--- src/rtl/sfft_frame_loader.sv ---
// sfft_frame_loader: ping-pong buffer assembling streamed complex samples into 64-sample frames for the SFFT.
// One bank fills while the other is presented; framing errors pulse sync_err.
module sfft_frame_loader #(
   parameter int W = 12,
   parameter int N = 64
) (
   input  logic           clk,
   input  logic           rst,
   input  logic           s_valid,
   output logic           s_ready,
   input  logic [W-1:0]   s_real,
   input  logic [W-1:0]   s_imag,
   input  logic           s_last,
   output logic           frame_valid,
   input  logic           frame_ack,
   output logic [N*W-1:0] frame_r,
   output logic [N*W-1:0] frame_i,
   output logic           sync_err,
   output logic [15:0]    frame_cnt
);
   logic [W-1:0] mem_r [2][N];
   logic [W-1:0] mem_i [2][N];
   logic [1:0]   full;
   logic         wr_bank, rd_bank;
   logic [5:0]   wr_idx;
   logic         acc, at_end, ack;
   assign s_ready     = !full[wr_bank];
   assign frame_valid = full[rd_bank];
   assign acc         = s_valid && s_ready;
   assign at_end      = wr_idx == 6'(N-1);
   assign ack         = frame_valid && frame_ack;
   // Bank storage needs no reset; contents are only observed once a frame is full.
   always_ff @(posedge clk) begin
      if (acc) begin
         mem_r[wr_bank][wr_idx] <= s_real;
         mem_i[wr_bank][wr_idx] <= s_imag;
      end
   end
   // Completion and acknowledge never address the same bank: a full write bank blocks acceptance.
   always_ff @(posedge clk or posedge rst) begin
      if (rst) begin
         full      <= '0;
         wr_bank   <= 1'b0;
         rd_bank   <= 1'b0;
         wr_idx    <= '0;
         frame_cnt <= '0;
         sync_err  <= 1'b0;
      end else begin
         if (ack) begin
            full[rd_bank] <= 1'b0;
            rd_bank       <= ~rd_bank;
            frame_cnt     <= frame_cnt + 16'd1;
         end
         if (acc && at_end) begin
            full[wr_bank] <= 1'b1;
            wr_bank       <= ~wr_bank;
         end
         wr_idx   <= acc ? ((at_end || s_last) ? 6'd0 : wr_idx + 6'd1) : wr_idx;
         sync_err <= acc && (at_end != s_last);
      end
   end
   for (genvar k = 0; k < N; k++) begin : g_out
      assign frame_r[W*k +: W] = mem_r[rd_bank][k];
      assign frame_i[W*k +: W] = mem_i[rd_bank][k];
   end
endmodule
--- config.mk ---
export PLATFORM = sky130hd
export DESIGN_NAME = sfft_frame_loader
export DESIGN_NICKNAME = d
export VERILOG_FILES = /design/src/rtl/sfft_frame_loader.sv
export SDC_FILE = /design/constraint.sdc
export NUM_CORES = 2
export LEC_CHECK = 0
export ABC_CLOCK_PERIOD_IN_PS = 4500
export BUFFER_PORTS_ARGS = -buffer_cell sky130_fd_sc_hd__buf_2
export CAP_MARGIN = 15
export CORE_ASPECT_RATIO = 1.1
export CORE_MARGIN = 4
export CORE_UTILIZATION = 30
export CTS_BUF_LIST = sky130_fd_sc_hd__clkbuf_16
export CTS_CLUSTER_DIAMETER = 30
export CTS_CLUSTER_SIZE = 28
export DETAILED_ROUTE_END_ITERATION = 16
export GPL_ROUTABILITY_DRIVEN = 1
export SLEW_MARGIN = 10
export SYNTH_ARGS = -nofsm -noshare
export SYNTH_HDL_FRONTEND = slang
export SYNTH_SLANG_ARGS = --single-unit
export TNS_END_PERCENT = 50
--- constraint.sdc ---
create_clock -name clk -period 4.5 [get_ports clk]
set_clock_uncertainty 0.2 [all_clocks]
set_input_delay 0.45 -clock clk [delete_from_list [all_inputs] [get_ports clk]]
set_output_delay 0.45 -clock clk [all_outputs]
set_load 0.02 [all_outputs]
### After elaboration in Yosys (flattened, before gate mapping)

Memory sizes are Yosys's and may differ from the RTL's.
Cells that the tools add are included.

| storage, ports and cells | value |
|---|---|
| register bits after elaboration | 27 |
| bits in writable memories | 3,072 |
| input port bits | 29 |
| logic and storage cells | 48 |
| memories | 2 |

| cells by class | value |
|---|---|
| add/sub/neg operators | 2 |
| order comparisons | 6 |
| equal/unequal tests | 2 |
| muxes and demuxes | 15 |
| bitwise operators | 6 |
| reductions and logical operators | 9 |

Memory list:

| memory | depth | bits a word | rd ports | clocked after Yosys merged registers in | wr ports | line | RTL |
|---|---|---|---|---|---|---|---|
| mem_i | 2 | 768 | 1 | 0 | 1 | 22 | `logic [W-1:0] mem_i [2][N];` |
| mem_r | 2 | 768 | 1 | 0 | 1 | 21 | `logic [W-1:0] mem_r [2][N];` |

Operators by type and width:

| kind | count |
|---|---|
| two-way mux 768 bit | 1 |
| demux 12 bit (select 6 bit) | 1 |
| adder 16 x 1 -> 16 bit, second input constant | 1 |
| two-way mux 12 bit | 1 |
| >= comparator 7 bit, second input constant | 1 |
| logical AND 1 bit | 7 |
| less-than comparator 7 x 1 -> 1 bit, second input constant | 1 |
| two-way mux 1 bit | 7 |
| inverter 6 -> 7 bit | 1 |
| adder 6 x 1 -> 6 bit, second input constant | 1 |
| == test 6 bit, second input constant | 1 |
| two-way mux 6 bit | 1 |
| less-than comparator 1 x 2 -> 1 bit, second input constant | 2 |
| two-way mux 2 bit | 2 |
| AND 2 bit | 1 |
| demux 1 bit (select 1 bit) | 2 |
| >= comparator 1 bit, second input constant | 2 |
| inverter 1 bit | 2 |
| inverter 2 bit | 1 |
| OR 2 bit | 1 |
| logical NOT 1 bit | 1 |
| logical OR 1 bit | 1 |
| != test 1 bit | 1 |

### Logic depth before layout (Yosys ltp)

| depth | value |
|---|---|
| depth in word-level cells | 9 |
| depth in mapped cells | 8 |
| gate-level depth less buffers | 8 |

### Worst setup path after synthesis

Ideal clock, no wire load.

| timing path | value |
|---|---|
| path kind | register -> register |
| start | register wr_bank |
| end | memory mem_i[1][60] (netlist name) (enable) |
| library setup time | 405 ps |
| arrival time | 2,783 ps |
| required time | 3,895 ps |
| setup slack | 1,112 ps |
| stages on the path, launching flop included | 7 |
| buffers on the path | 2 |
| cells stage by stage | dfrtp_1 > mux2i_2 > nand2_2 > or4b_1 > buf_2 > buf_6 > nor2_1 |

| between the ends | value |
|---|---|
| word-level cells in the longest chain between the ends | 6 |

Ends and longest elaborated chain:

| element | line | RTL |
|---|---|---|
| start: declaration | 24 | `logic wr_bank, rd_bank;` |
| start signal: assignment | 56 | `wr_bank <= ~wr_bank;` |
| two-way mux 1 bit (implied by the code) (2 in a row) | 27 | `assign s_ready = !full[wr_bank];` |
| logical NOT 1 bit | 27 |  |
| named net s_ready | 10 | `output logic s_ready,` |
| logical AND 1 bit | 29 | `assign acc = s_valid && s_ready;` |
| two-way mux 1 bit | 34 | `if (acc) begin` |
| two-way mux 768 bit (implied by the code) | 36 | `mem_i[wr_bank][wr_idx] <= s_imag;` |
| end: declaration | 22 |  |

The timed path passes the listed nets, and every way through them passes these cells. The select of a mux whose other input is x is not followed.

### Worst setup path after layout

| timing path | value |
|---|---|
| start | register rd_bank |
| end | output frame_r[654] |

| between the ends | value |
|---|---|
| word-level cells in the longest chain between the ends | 1 |

Ends and longest elaborated chain:

| element | line | RTL |
|---|---|---|
| start: declaration | 24 |  |
| start signal: assignment | 51 | `rd_bank <= ~rd_bank;` |
| memory (2 x 768 bit) | - |  |
| end: declaration | 16 | `output logic [N*W-1:0] frame_r,` |

No other way between the ends.

==> impl_results.md <==
- DPL Wire Length: between 200,000 and 250,000 microns
- Residual DRC: 0
- CP peak stage delay: 0.85 ns
- First-pass GRT wire length: 516,000 microns
- Setup crit end kind: primary output
- Synth top area cells: edfxtp_1 82%, mux2_2 15%, dfrtp_1 0.60%, buf_2 0.57%, nor2_1 0.45%
- Share of cells above drive strength 1: 56.7%
- Maximum vdd drop: 0.392 mV
- Flops & latches, synth: roughly 3,100
- Clock Pin Slew Worst Setup and Hold Paths: 0.05 ns
- Die width: approximately 600 microns
- CTS Sinks: 3,099
- WL per Instance: 30.4 microns
- Final min period: 4.24 ns
- Slew headroom: 27.0%
- Via-to-Cell Ratio: about 4.7
- Largest net degree at the start of global routing: 128
- Post-synth top area share: 82.1%
- Synth Flop Type: edfxtp_1
- Crit path DAT: 3.59 ns
- Num rows: 235
- CP Launch Type: flip-flop
- Critical Path RT: 3.85 ns
- Post-route worst setup slack: roughly 0.26 ns
- Clock latency on the worst-skew pair: 0.98 ns
- Initial DRC Count: 5,500
- GPL Wtd Cong: between 0.8 and 0.9
- Worst-path cell chain: buf_12, buf_12, buf_4, mux2_2, buf_2
- DP Worst Slack: 0.856 ns
- RSZ-0062 raised after global routing: false
- Most used cell, CP: buf_12
- Clk root buf: clkbuf_16
- Total leakage power: roughly 51 nW
- HP Class: in -> reg
- Sequential area share after synthesis: 82.7%
- Vias in the first global route: a little over 60,000
- Die Footprint: 384,000 sq um
- Deepest clock path buffer count: 4
- Mapped Area: 112,000 sq um
- DP Area: 129,000 sq um
- Post-route cell area: 148,000 sq um
- Status: finished, final reports clean
- Post-CTS sizing: 0
- Vias post-DR: 60,038
- Htree depth: 6
- Port buffer count: about 1,600
- Worst-margin pin slew: 1.09 ns
- Area delta synth->final: 32.1%
- Setup Viol. Count Final: 0
- Cells after synthesis: 5,072
- Setup Fix Bufs, Post-CTS: 0
- Post-layout utilization of the core: ~40%
- Drt total wl: 387,000 microns
- Final #Nets: 7,310
- Power Density: 507 nW/um^2
- EDFF count, synth: 3,072
- Crit Path Class: reg -> out
- Avg Synthesized Cell Area: ~22 sq um
- Die Ht: 650 microns
- Final hold viol count: 0
- F_max: 236 MHz
- Syn_nets: 5,105
- GRT Total Usage: 19.3%
- CTS buffer count: 557
- Slowest cell on crit path: dfrtp_4
- Initial antenna violation count: 34
- Max-cap viol count: 0
- Initial Utilization: 30.1%
- Fillers: 33,304
- Library cells used by synthesis: 34
- Synth warn: 0
- # IOs: 1,584
- Count of pins over their slew limit: 0
- Setup TNS: 0 ns
- Area leader, netlist: edfxtp_1
- TritonRoute pass-1 iters: 5
- Core Area: 373,000 sq um
- Tcrit/Tclk final: 94.2%
- DRT antenna net count: 0
- Most common cell in the netlist: edfxtp_1
- Crit-path max FO: 34
- CTS tree: yes
- Ys async rst share: 0.871%
- Overflow after GRT: 0
- Synth top cells by count: 3,072 x edfxtp_1, 1,537 x mux2_2, 134 x nor2_1
-- layout make-up --
cell class	count	area (sq um)	area share (%)
clock inverters	465	5180	3.49
flip-flops and latches	3099	92900	62.6
clock buffers	562	14100	9.48
multi-input cells	1778	19100	12.9
inverters	5	18.8	0.0126
diodes	9	22.5	0.0152
well taps	4977	6230	4.20
repair buffers	1836	10800	7.29
-- through the flow --
step | hold slack, ns | total power [mW] | cells
after CTS | 0.0386 | 75.9 | 12722
after global routing | 0.0870 | 77.4 | 12723
final | 0.157 | 75.3 | 12731
after global placement | 0.262 | 33.7 | 11664
after floorplan | 0.296 | 32.6 | 5072
after detailed placement | 0.280 | 33.7 | 11665
-- flip-flops by register name, summed over array words and instances (netlist names) --
name,cells
wr_bank,1
frame_cnt,16
wr_idx,6
mem_i,1536
rd_bank,1
sync_err,1
mem_r,1536
full,2
-- where the power goes --
part / leakage (nW) / switching (mW) / total, mW / internal (mW)
combinational: 13.6 / 1.08 / 1.29 / 0.201
clock: 9.43 / 15.1 / 42.1 / 27.0
sequential: 28.0 / 0.0239 / 31.9 / 31.9
total: 51.0 / 16.2 / 75.3 / 59.1
-- placed cells by master (no fill, tap or decap), drive strengths merged, types with 9 or more instances in the layout --
cell type    synthesis  final
buf                134   1806
bufinv               0     68
clkbuf              56    562
clkinv               0    243
clkinvlp             0     54
dfrtp               27     27
diode                0      9
dlygate4sd3          0     30
edfxtp            3072   3072
inv                  5    105
mux2              1537   1537
nand2               26     26
nand3               20     20
nor2               134    134
xnor2               15     15
-- logic make-up (layout without fill, tap and decap cells) --
family	Yosys count	in the layout	synth area share, %
mux	1539	1539	15.4
fa+ha+maj	4	4	0.0446
compound gates	12	12	0.0702
xor+xnor	16	16	0.125
flops	3099	3099	82.7
buf+inv	195	2868	0.811
other cells	0	9	0
simple gates	207	207	0.798
-- timing repair --
item / CTS / global route
setup endpoints to repair: 0 / 0
hold buffers: 30 / 0
endpoints found under the hold margin: 1356 / 0
-- final timing paths --
| path | from | endpoint | slack [ns] | depth (start not counted) |
|---|---|---|---|---|
| min in group asynchronous | rst | frame_cnt[13] | 0.66 | 4 |
| max in group asynchronous | rst | rd_bank | 2.86 | 4 |
| worst max-delay path | rd_bank | frame_r[654] | 0.26 | 5 |
| worst min-delay path | s_real[8] | mem_r[0][176] | 0.16 | 2 |
| worst max register to register | wr_bank | mem_r[0][81] | 0.84 | 5 |
| worst min register to register | frame_cnt[15] | frame_cnt[15] | 0.28 | 1 |
-- per-layer routing --
metal	wire, microns	global-route usage (%)
met2	188000	32.2
met1	143000	22.9
met5	13	0
met3	38300	6.39
met4	16500	7.80
-- critical path: cells and delay by family (launching register included) --
kind | cells | cell delay [ns]
buffers and inverters | 4 | 1.07
multiplexers | 1 | 0.44
flip-flops | 1 | 0.85
Note: power is estimated with default switching activity, not from simulation.
